`src/rtl/skin_likelihood_classifier_if.sv`:
```
// Pixel-stream interface for skin_likelihood_classifier.
// The master drives the Gaussian distance stream and frame sync; the slave returns
// the mask stream and the frame statistics.
// Optional macro: LIKELIHOOD_OUT_EN adds the likelihood_out signal.
interface skin_likelihood_classifier_if #(
    parameter int unsigned CNT_W = 20
);
    logic [9:0]       gauss_A_in;
    logic             ien;
    logic             vsync_in;
    logic             skin_mask;
    logic             oen;
    logic [CNT_W-1:0] skin_count;
    logic             count_valid;
`ifdef LIKELIHOOD_OUT_EN
    logic [7:0]       likelihood_out;

    modport master (
        output gauss_A_in, ien, vsync_in,
        input  skin_mask, oen, skin_count, count_valid, likelihood_out
    );

    modport slave (
        input  gauss_A_in, ien, vsync_in,
        output skin_mask, oen, skin_count, count_valid, likelihood_out
    );
`else
    modport master (
        output gauss_A_in, ien, vsync_in,
        input  skin_mask, oen, skin_count, count_valid
    );

    modport slave (
        input  gauss_A_in, ien, vsync_in,
        output skin_mask, oen, skin_count, count_valid
    );
`endif
endinterface

```
`src/rtl/skin_likelihood_classifier.sv`:
```
// Skin likelihood classifier.
// Maps the Gaussian Cb/Cr distance to a likelihood through a 64-entry exp ROM,
// thresholds it into a per-pixel skin mask (2-clk pipeline), and counts skin pixels
// per frame, reporting the count on each rising edge of vsync_in.
// Optional macro: LIKELIHOOD_OUT_EN exposes the stage-2 likelihood on likelihood_out.
module skin_likelihood_classifier #(
    parameter logic [7:0]  TH    = 8'd94,
    parameter int unsigned CNT_W = 20
) (
    input  logic                           clk,
    input  logic                           rst_n,
    skin_likelihood_classifier_if.slave    bus
);

    localparam logic [CNT_W-1:0] ACC_MAX = '1;

    logic [5:0]       w_rom_idx;
    logic [7:0]       w_rom_l;
    logic             w_unused_lsb;
    logic             w_fs;
    logic             w_hit;

    logic [7:0]       r_l;
    logic             r_v1;
    logic             r_skin_mask;
    logic             r_oen;
    logic             r_vs_d;
    logic [CNT_W-1:0] r_acc;
    logic [CNT_W-1:0] r_skin_count;
    logic             r_count_valid;
`ifdef LIKELIHOOD_OUT_EN
    logic [7:0]       r_likelihood;
`endif

    // The low 4 distance bits fall below the ROM resolution.
    assign w_rom_idx    = bus.gauss_A_in[9:4];
    assign w_unused_lsb = ^bus.gauss_A_in[3:0];

    // Likelihood ROM: round(255 * exp(-16*i/128)); entries 50..63 round to 0.
    always_comb begin
        w_rom_l = 8'd0;
        case (w_rom_idx)
            6'd0:  w_rom_l = 8'd255;
            6'd1:  w_rom_l = 8'd225;
            6'd2:  w_rom_l = 8'd199;
            6'd3:  w_rom_l = 8'd175;
            6'd4:  w_rom_l = 8'd155;
            6'd5:  w_rom_l = 8'd136;
            6'd6:  w_rom_l = 8'd120;
            6'd7:  w_rom_l = 8'd106;
            6'd8:  w_rom_l = 8'd94;
            6'd9:  w_rom_l = 8'd83;
            6'd10: w_rom_l = 8'd73;
            6'd11: w_rom_l = 8'd64;
            6'd12: w_rom_l = 8'd57;
            6'd13: w_rom_l = 8'd50;
            6'd14: w_rom_l = 8'd44;
            6'd15: w_rom_l = 8'd39;
            6'd16: w_rom_l = 8'd35;
            6'd17: w_rom_l = 8'd30;
            6'd18: w_rom_l = 8'd27;
            6'd19: w_rom_l = 8'd24;
            6'd20: w_rom_l = 8'd21;
            6'd21: w_rom_l = 8'd18;
            6'd22: w_rom_l = 8'd16;
            6'd23: w_rom_l = 8'd14;
            6'd24: w_rom_l = 8'd13;
            6'd25: w_rom_l = 8'd11;
            6'd26: w_rom_l = 8'd10;
            6'd27: w_rom_l = 8'd9;
            6'd28: w_rom_l = 8'd8;
            6'd29: w_rom_l = 8'd7;
            6'd30: w_rom_l = 8'd6;
            6'd31: w_rom_l = 8'd5;
            6'd32: w_rom_l = 8'd5;
            6'd33: w_rom_l = 8'd4;
            6'd34: w_rom_l = 8'd4;
            6'd35: w_rom_l = 8'd3;
            6'd36: w_rom_l = 8'd3;
            6'd37: w_rom_l = 8'd2;
            6'd38: w_rom_l = 8'd2;
            6'd39: w_rom_l = 8'd2;
            6'd40: w_rom_l = 8'd2;
            6'd41: w_rom_l = 8'd2;
            6'd42: w_rom_l = 8'd1;
            6'd43: w_rom_l = 8'd1;
            6'd44: w_rom_l = 8'd1;
            6'd45: w_rom_l = 8'd1;
            6'd46: w_rom_l = 8'd1;
            6'd47: w_rom_l = 8'd1;
            6'd48: w_rom_l = 8'd1;
            6'd49: w_rom_l = 8'd1;
            default: w_rom_l = 8'd0;
        endcase
    end

    // Stage 1: registered ROM lookup and valid.
    always_ff @(posedge clk) begin
        if (!rst_n) begin
            r_l  <= 8'd0;
            r_v1 <= 1'b0;
        end else begin
            r_l  <= w_rom_l;
            r_v1 <= bus.ien;
        end
    end

    // Stage 2: threshold into the mask; bubbles force the mask low.
    always_ff @(posedge clk) begin
        if (!rst_n) begin
            r_skin_mask <= 1'b0;
            r_oen       <= 1'b0;
        end else begin
            r_skin_mask <= r_v1 & (r_l >= TH);
            r_oen       <= r_v1;
        end
    end

`ifdef LIKELIHOOD_OUT_EN
    // Stage 2 likelihood copy, zero outside valid cycles.
    always_ff @(posedge clk) begin
        if (!rst_n) begin
            r_likelihood <= 8'd0;
        end else begin
            r_likelihood <= r_v1 ? r_l : 8'd0;
        end
    end

    assign bus.likelihood_out = r_likelihood;
`endif

    // A skin pixel present at the frame edge belongs to the new frame.
    assign w_fs  = bus.vsync_in & ~r_vs_d;
    assign w_hit = r_oen & r_skin_mask;

    // Frame-edge detect and saturating per-frame skin accumulator.
    always_ff @(posedge clk) begin
        if (!rst_n) begin
            r_vs_d        <= 1'b0;
            r_acc         <= '0;
            r_skin_count  <= '0;
            r_count_valid <= 1'b0;
        end else begin
            r_vs_d <= bus.vsync_in;
            if (w_fs) begin
                r_skin_count  <= r_acc;
                r_count_valid <= 1'b1;
                r_acc         <= CNT_W'(w_hit);
            end else begin
                r_count_valid <= 1'b0;
                if (w_hit && (r_acc != ACC_MAX)) begin
                    r_acc <= r_acc + CNT_W'(1);
                end
            end
        end
    end

    assign bus.skin_mask   = r_skin_mask;
    assign bus.oen         = r_oen;
    assign bus.skin_count  = r_skin_count;
    assign bus.count_valid = r_count_valid;

endmodule
```
`src/flat_wrapper.sv`:
```
// flat-port wrapper written by rule: the top's interface ports become plain ports
module skin_likelihood_classifier_flat 
#(
    parameter logic [7:0]  TH    = 8'd94,
    parameter int unsigned CNT_W = 20
)
  (clk, rst_n, bus_gauss_A_in, bus_ien, bus_vsync_in, bus_skin_mask, bus_oen, bus_skin_count, bus_count_valid);
  skin_likelihood_classifier_if #(.CNT_W(CNT_W)) bus_i ();
  input  logic clk;
  input  logic rst_n;
  input wire logic [$bits(bus_i.gauss_A_in)-1:0] bus_gauss_A_in;
  input wire logic [$bits(bus_i.ien)-1:0] bus_ien;
  input wire logic [$bits(bus_i.vsync_in)-1:0] bus_vsync_in;
  output wire logic [$bits(bus_i.skin_mask)-1:0] bus_skin_mask;
  output wire logic [$bits(bus_i.oen)-1:0] bus_oen;
  output wire logic [$bits(bus_i.skin_count)-1:0] bus_skin_count;
  output wire logic [$bits(bus_i.count_valid)-1:0] bus_count_valid;
  assign bus_i.gauss_A_in = bus_gauss_A_in;
  assign bus_i.ien = bus_ien;
  assign bus_i.vsync_in = bus_vsync_in;
  assign bus_skin_mask = bus_i.skin_mask;
  assign bus_oen = bus_i.oen;
  assign bus_skin_count = bus_i.skin_count;
  assign bus_count_valid = bus_i.count_valid;
  skin_likelihood_classifier #(.TH(TH), .CNT_W(CNT_W)) u_core (.clk(clk), .rst_n(rst_n), .bus(bus_i));
endmodule
```
`config.mk`:
```
export PLATFORM = sky130hd
export DESIGN_NAME = skin_likelihood_classifier_flat
export DESIGN_NICKNAME = d
export VERILOG_FILES = /design/src/rtl/skin_likelihood_classifier_if.sv /design/src/rtl/skin_likelihood_classifier.sv /design/src/flat_wrapper.sv
export SDC_FILE = /design/constraint.sdc
export NUM_CORES = 1
export LEC_CHECK = 0
export CELL_PAD_IN_SITES_DETAIL_PLACEMENT = 1
export CELL_PAD_IN_SITES_GLOBAL_PLACEMENT = 2
export CORE_AREA = 2 2 66 114
export DETAILED_ROUTE_END_ITERATION = 6
export DIE_AREA = 0 0 68 116
export PLACE_DENSITY = 0.83
export SYNTH_ARGS = -nofsm -noshare
export SYNTH_HDL_FRONTEND = slang
export SYNTH_SLANG_ARGS = --single-unit
```
`constraint.sdc`:
```
create_clock -name clk -period 5.85 [get_ports clk]
set_input_delay 0.585 -clock clk [delete_from_list [all_inputs] [get_ports clk]]
set_output_delay 0.585 -clock clk [all_outputs]
set_load 0.05 [all_outputs]
```
==> impl_summary.txt, run 1 <==
----------------------------------------------------
[STA]
  Max Clock Skew ... 0.00749 ns
  Worst hold slack ... 0.468 ns
  Final hold viol count ... 0
  Max-slew violations ... 0
  Setup TNS ... 0 ns
  Headroom to the max-slew limit ... 55.7%
  Fmax ... 0.401 GHz
  Minimum setup slack in the final design ... 3.36 ns
  Final critical delay including setup and external delays ... 2.49 ns
  Final Cycle Share ... 42.6%
  Finish-stage setup viols ... 0
  Pin slew with the least headroom to its limit ... 0.664 ns
  Unrepaired setup endpoints after global routing ... no

[Setup path]
  Cell family with the largest share of critical-path delay ... buffers and inverters
  Worst-path cell with the longest stage delay ... sky130_fd_sc_hd__clkdlybuf4s50_1
  Critical path peak fanout ... 12
  Crit Path Class ... input pin to flop
  CP startpoint kind ... input pin
  Required @ worst endpoint ... 6.09 ns
  Data arrival time of the worst path ... 2.73 ns
  Worst path cell trace ... clkdlybuf4s50_1, inv_1, ha_1, mux4_2, o21a_1, o22ai_1, and2_1
  Stage delay of the slowest cell on the critical path ... 0.71 ns
  Buffers & Inverters on Critical Path ... 2
  Critical path endpoint category ... flop

[Floorplan]
  Die area ... 0.00789 mm^2
  Horizontal die dimension ... 68 um
  Core outline area ... 0.00691 mm^2
  Starting utilization of the core area ... 34.4%
  Rows ... 40
  Count of pins on the block boundary ... 37
  Die extent in y ... 116 um

[Synth]
  Fraction of the yosys area taken by sequential cells ... 43.9%
  Mapped Area ... 0.00237 mm^2
  Average instance area after synthesis ... 9.16 um^2
  Post-synthesis cell count ... 259
  Distinct cell type count of the synthesized netlist ... 48
  Yosys warning count ... 0
  Synth Register Bits ... 52
  Leading register cell type out of synthesis ... sky130_fd_sc_hd__dfxtp_1
  EDFF count, synth ... 0
  FFs w/ async S/R, synth ... 0%
  Synthesized Nets ... 282

[Finish]
  N_diodes ... 0
  Fraction of layout cells with a size suffix above 1 ... 5.99%
  Layout area overhead ... 21.6%
  # nets final ... 306
  Fillcell total ... 817

[Clock tree]
  Number of gates given a new drive strength after cts ... 0
  Buffer depth of the longest clock path ... 2
  Clock latency reported for the late side of the worst-skew pair ... 0.30 ns
  CTS tree ... built
  Count of buffers added by post-CTS timing repair for setup ... 0
  Post-CTS Hold Fix Bufs ... 0
  CTS clock-pin slew for the worst setup and hold paths ... 0.06 ns
  Number of clock sinks seen by CTS ... 52
  Root Buffer ... sky130_fd_sc_hd__clkbuf_16
  Number of levels in the clock H-tree ... 2
  Clock buffer count from CTS ... 5

[Job]
  Max cap viols ... 0

[Power and ir drop]
  Internal cell power ... 548 uW
  Clock share of power ... 42.2%
  Leakage ... 0.00101 uW
  Share of power burned in combinational logic ... 7.2%
  Peak ir drop on the vdd network ... 0.106 mV
  Seq pwr share ... 50.6%
  Switching power as a share of total power ... 22.6%
  Switching power ... 160 uW
  Pwr dens ... 246 mW/mm^2

[Outcome]
  Run status ... finished, final reports clean

[Detailed routing]
  Initial detailed-routing violation count ... 87
  Final routed wire length divided by cell count ... 14.6 um
  Initial DRT Pass Iterations ... 4
  Post-detailed-route count of antenna-violating nets ... 0
  DR vias ... 1987
  Drc violations ... 0
  Vias per inst ... 5.40
  Final WL ... 5390 um

[Placement]
  Routability congestion estimate ... 0.763
  Half-perimeter wire length after detailed placement ... 4040 um
  I/O Buffers ... 32
  Worst setup timing slack at the placement stage ... 3.04 ns

[Global routing]
  Number of global-route vias before repair ... 1952
  Total routing resource utilization after global routing ... 15.6%
  Wire length of the first global-routing pass ... 9250 um
  Maximum number of pins on one net before global-route repair ... 26
  Aggregate global routing overflow ... 0
  Antenna violations before repair ... 0

[Min path]
  Min-Delay Path Class ... flop to flop

----------------------------------------------------
flip-flops by register name (all words and copies together), names as in the netlist:
signal	cells
u_core.bus.count_valid	1
u_core.bus.oen	1
u_core.bus.skin_count	20
u_core.bus.skin_mask	1
u_core.r_acc	20
u_core.r_l	7
u_core.r_v1	1
u_core.r_vs_d	1
power groups by stage:
| stage | Sequential [uW] | Combinational (uW) | Clock [uW] |
|---|---|---|---|
| 4_1_cts | 359 | 52.0 | 310 |
| 5_1_grt | 359 | 58.3 | 322 |
| 2_1_floorplan | 369 | 31.5 | 0 |
| 3_3_place_gp | 367 | 50.9 | 0 |
| 3_5_place_dp | 367 | 51.9 | 0 |
| 6_report | 359 | 51.0 | 299 |
cell families (layout without fill, tap and decap cells):
group | count (synthesis) | in the layout | share of synthesized area, %
xor gates and xnor gates | 10 | 10 | 3.69
AOI/OAI and AO/OA | 68 | 68 | 20.1
adders and majority gates | 9 | 9 | 4.74
muxes | 4 | 4 | 2.27
buffers and inverters | 24 | 49 | 4.43
DFF | 52 | 52 | 43.9
and+or+nand+nor | 92 | 92 | 20.9
per-stage QoR:
step,total power (uW),area [um^2],utilization (%),std cells
CTS,720,2890,41.8,368
finish,709,2890,41.8,368
floorplan,400,2370,-,259
detailed placement,419,2740,39.6,360
global route,739,2890,41.8,368
global placement,418,2740,39.6,360
layout by cell type (no fill, tap or decap), types with 5 or more instances in the layout:
| cell type | count |
|---|---|
| sky130_fd_sc_hd__a21oi_1 | 10 |
| sky130_fd_sc_hd__a22o_1 | 20 |
| sky130_fd_sc_hd__and2_1 | 6 |
| sky130_fd_sc_hd__clkbuf_16 | 5 |
| sky130_fd_sc_hd__clkdlybuf4s50_1 | 32 |
| sky130_fd_sc_hd__dfxtp_1 | 52 |
| sky130_fd_sc_hd__ha_1 | 9 |
| sky130_fd_sc_hd__inv_1 | 7 |
| sky130_fd_sc_hd__nand2_1 | 15 |
| sky130_fd_sc_hd__nand2b_1 | 6 |
| sky130_fd_sc_hd__nand3_1 | 7 |
| sky130_fd_sc_hd__nor2_1 | 20 |
| sky130_fd_sc_hd__nor3_1 | 8 |
| sky130_fd_sc_hd__o211ai_1 | 5 |
| sky130_fd_sc_hd__o21ai_0 | 18 |
| sky130_fd_sc_hd__xnor2_1 | 6 |
synth_stat cells, types with 2 or more instances:
cell type                  count  area [um^2]
sky130_fd_sc_hd__a21oi_1      10         50.1
sky130_fd_sc_hd__a22o_1       20          175
sky130_fd_sc_hd__a31oi_1       4         25.0
sky130_fd_sc_hd__and2_1        6         37.5
sky130_fd_sc_hd__and3_1        2         12.5
sky130_fd_sc_hd__and4_1        2         17.5
sky130_fd_sc_hd__buf_6         2         22.5
sky130_fd_sc_hd__clkbuf_1     14         52.6
sky130_fd_sc_hd__dfxtp_1      52         1040
sky130_fd_sc_hd__ha_1          9          113
sky130_fd_sc_hd__inv_1         7         26.3
sky130_fd_sc_hd__mux2i_1       2         20.0
sky130_fd_sc_hd__nand2_1      15         56.3
sky130_fd_sc_hd__nand2b_1      6         37.5
sky130_fd_sc_hd__nand3_1       7         35.0
sky130_fd_sc_hd__nand4_1       3         18.8
sky130_fd_sc_hd__nor2_1       20         75.1
sky130_fd_sc_hd__nor2b_1       4         25.0
sky130_fd_sc_hd__nor3_1        8         40.0
sky130_fd_sc_hd__nor4_1        4         25.0
sky130_fd_sc_hd__nor4b_1       2         17.5
sky130_fd_sc_hd__o211ai_1      5         37.5
sky130_fd_sc_hd__o21ai_0      18         90.1
sky130_fd_sc_hd__or3_1         4         25.0
sky130_fd_sc_hd__or4_1         2         15.0
sky130_fd_sc_hd__xnor2_1       6         52.6
sky130_fd_sc_hd__xor2_1        4         35.0
final timing paths:
kind | from | slack, ns | depth (start not counted) | endpoint
hold reg to reg | u_core.r_l[7]$_SDFF_PP0_ | 0.47 | 2 | u_core.bus.skin_mask$_SDFF_PN0_
setup reg to reg | u_core.r_acc[0]$_SDFFE_PN0P_ | 3.71 | 6 | u_core.r_acc[0]$_SDFFE_PN0P_
hold / removal | u_core.r_l[7]$_SDFF_PP0_ | 0.47 | 2 | u_core.bus.skin_mask$_SDFF_PN0_
setup / recovery | bus_gauss_A_in[5] | 3.36 | 7 | u_core.r_l[1]$_SDFF_PN0_
layout make-up:
type                       count  area, um^2  area share [%]
timing repair buffer          34         335            11.6
sequential                    52        1040            36.1
tap                           84         105            3.64
inverter                       7        26.3           0.911
clock inverter                 1        7.51           0.260
multi-input combinational    183        1230            42.5
clock buffer                   7         143            4.94
tightest hold or removal path: cells and delay by family, from the launching register on:
kind	cells	cell delay [ns]
flops	1	0.31
simple gates	1	0.09
compound gates	1	0.04
per-layer routing:
layer / routed length [um] / vias up / GRT usage (%)
met5: 0 / - / 0
met3: 138 / 12 / 2.91
met2: 3040 / 30 / 28.9
li1: - / 986 / -
met1: 2060 / 959 / 15.8
met4: 154 / 0 / 8.00
(Power assumes the default switching activity.)
==> run 2: changes to the inputs <==
- CORE_AREA: 2 2 66 114 -> 2 2 72 125
- DIE_AREA: 0 0 68 116 -> 0 0 74 127
- PLACE_DENSITY: 0.83 -> 0.73
- clock period: 5.85 -> 2.2 ns (I/O delays scaled with it)
==> impl_summary.txt, run 2 (synthesized netlist as in run 1, its figures left out) <==
----------------------------------------------------
[STA]
  Max Clock Skew ... 0.00713 ns (-0.000361 ns)
  Pin slew with the least headroom to its limit ... 0.501 ns (-0.162 ns)
  Setup TNS ... 0 ns (unchanged)
  Final hold viol count ... 0 (unchanged)
  Max-slew violations ... 0 (unchanged)
  Finish-stage setup viols ... 0 (unchanged)
  Worst hold slack ... 0.460 ns (-0.00742 ns)
  Fmax ... 0.505 GHz
  Headroom to the max-slew limit ... 66.5% (+11 points)
  Final critical delay including setup and external delays ... 1.98 ns
  Final Cycle Share ... 90.0%
  Unrepaired setup endpoints after global routing ... no

[Floorplan]
  Rows ... 44 (+10%)
  Die extent in y ... 127 um (+9.5%)
  Die area ... 0.00940 mm^2 (+19%)
  Starting utilization of the core area ... 28.6% (-5.8 points)
  Core outline area ... 0.00831 mm^2 (+20%)
  Count of pins on the block boundary ... 37 (unchanged)
  Horizontal die dimension ... 74 um (+8.8%)

[Detailed routing]
  Initial DRT Pass Iterations ... 4 (unchanged)
  Vias per inst ... 4.90 (-9.2%)
  Drc violations ... 0 (unchanged)
  Final routed wire length divided by cell count ... 14.1 um (-3.9%)
  Final WL ... 5850 um (+8.7%)
  Initial detailed-routing violation count ... 54 (-38%)
  DR vias ... 2040 (+2.7%)
  Post-detailed-route count of antenna-violating nets ... 0 (unchanged)

[Global routing]
  Aggregate global routing overflow ... 0 (unchanged)
  Wire length of the first global-routing pass ... 9720 um (+5.0%)
  Maximum number of pins on one net before global-route repair ... 26 (unchanged)
  Number of global-route vias before repair ... 2023 (+3.6%)
  Total routing resource utilization after global routing ... 13.5% (-2.1 points)
  Antenna violations before repair ... 0 (unchanged)

[Power and ir drop]
  Pwr dens ... 663 mW/mm^2 (+170%)
  Overall power consumption ... 2040 uW (+190%)
  Peak ir drop on the vdd network ... 0.373 mV (+250%)
  Leakage ... 0.00112 uW (+10%)

[Clock tree]
  Post-CTS Hold Fix Bufs ... 0 (unchanged)
  Number of gates given a new drive strength after cts ... 0 (unchanged)
  CTS tree ... built
  Clock buffer count from CTS ... 5 (unchanged)
  Number of clock sinks seen by CTS ... 52 (unchanged)
  Buffer depth of the longest clock path ... 2 (unchanged)
  Count of buffers added by post-CTS timing repair for setup ... 0 (unchanged)
  Root Buffer ... sky130_fd_sc_hd__clkbuf_16
  CTS clock-pin slew for the worst setup and hold paths ... 0.06 ns (about the same)
  Number of levels in the clock H-tree ... 2 (unchanged)
  Clock latency reported for the late side of the worst-skew pair ... 0.30 ns (about the same)

[Min path]
  Min-Delay Path Class ... flop to flop

[Setup path]
  Reg2Reg Setup Slack ... 0.22 ns (-3.49 ns)
  Crit Path Class ... flop to flop
  Critical path peak fanout ... 13 (+1)
  Required @ worst endpoint ... 2.39 ns (-3.70 ns)
  CP startpoint kind ... flop
  Data arrival time of the worst path ... 2.17 ns (-0.56 ns)
  Critical path endpoint category ... flop

[Placement]
  Routability congestion estimate ... 0.788 (+3.3%)
  Half-perimeter wire length after detailed placement ... 4450 um (+10%)
  I/O Buffers ... 32 (unchanged)
  Cell total after placement ... 408 (+13%)

[Job]
  Max cap viols ... 0 (unchanged)

[Finish]
  Layout area overhead ... 29.9%
  N_diodes ... 0 (unchanged)
  Most frequent cells in the layout ... 52 x sky130_fd_sc_hd__dfxtp_1, 32 x sky130_fd_sc_hd__clkdlybuf4s50_1, 20 x sky130_fd_sc_hd__nor2_1, 20 x sky130_fd_sc_hd__a22o_1, 19 x sky130_fd_sc_hd__buf_4
  Fraction of layout cells with a size suffix above 1 ... 11.6% (+5.6 points)
  Filler-free cell count of the finished design ... 416 (+13%)
  Fillcell total ... 965 (+18%)
  Area occupied by registers ... 0.00104 mm^2 (unchanged)
  Area of combinational cells with multiple inputs ... 0.00123 mm^2 (unchanged)
  Commonest non-fill, non-tap cell in the layout ... sky130_fd_sc_hd__dfxtp_1
  # nets final ... 323 (+5.6%)

[Outcome]
  Run status ... finished, final reports clean

----------------------------------------------------
-- run 2: cell types whose count changed in the layout (fill, tap and decap cells not counted), sizes merged --
cell | before | now
clkinvlp | 1 | 0
bufinv | 0 | 1
buf | 2 | 19
-- run 2: metrics by stage --
stage	area (um^2)	setup WS [ns]	utilization [%]
2_1_floorplan	2370	0.313	-
3_3_place_gp	2900	0.138	34.9
3_5_place_dp	2900	0.111	34.9
4_1_cts	3080	0.205	37.1
5_1_grt	3080	0.110	37.1
6_report	3080	0.219	37.1
-- run 2: area by class of cell --
cell class                 count  area share (%)
clock buffer                   7            4.95
clock inverter                 1           0.974
inverter                       7           0.852
multi-input combinational    183            39.8
sequential                    52            33.8
tap                          115            4.67
timing repair buffer          51            15.0
-- run 2: critical path, stage by stage (launching register included) --
cell,delay (ns)
sky130_fd_sc_hd__dfxtp_1,0.40
sky130_fd_sc_hd__nand4_2,0.16
sky130_fd_sc_hd__or4_4,0.62
sky130_fd_sc_hd__o21ai_4,0.36
sky130_fd_sc_hd__nor2_2,0.05
sky130_fd_sc_hd__o31a_1,0.29
-- run 2: path summary, 6_finish.rpt --
kind / start / end / cells after the start
max: u_core.r_acc[19]$_SDFFE_PP0P_ / u_core.r_acc[0]$_SDFFE_PN0P_ / 5
min: u_core.r_l[7]$_SDFF_PP0_ / u_core.bus.skin_mask$_SDFF_PN0_ / 2
min reg2reg: u_core.r_l[7]$_SDFF_PP0_ / u_core.bus.skin_mask$_SDFF_PN0_ / 2
max reg2reg: u_core.r_acc[19]$_SDFFE_PP0P_ / u_core.r_acc[0]$_SDFFE_PN0P_ / 5
-- run 2: layer usage --
metal	global-route usage [%]	wire length [um]	vias up
li1	-	-	1013
met1	13.6	2260	993
met2	25.1	3310	26
met3	2.13	127	8
met4	7.49	154	0
met5	0	0	-
-- run 2: report_power, final --
group,total (uW),switching [uW],internal [uW]
registers,954,3.48,951
clock network,942,343,599
logic,148,86.7,60.8
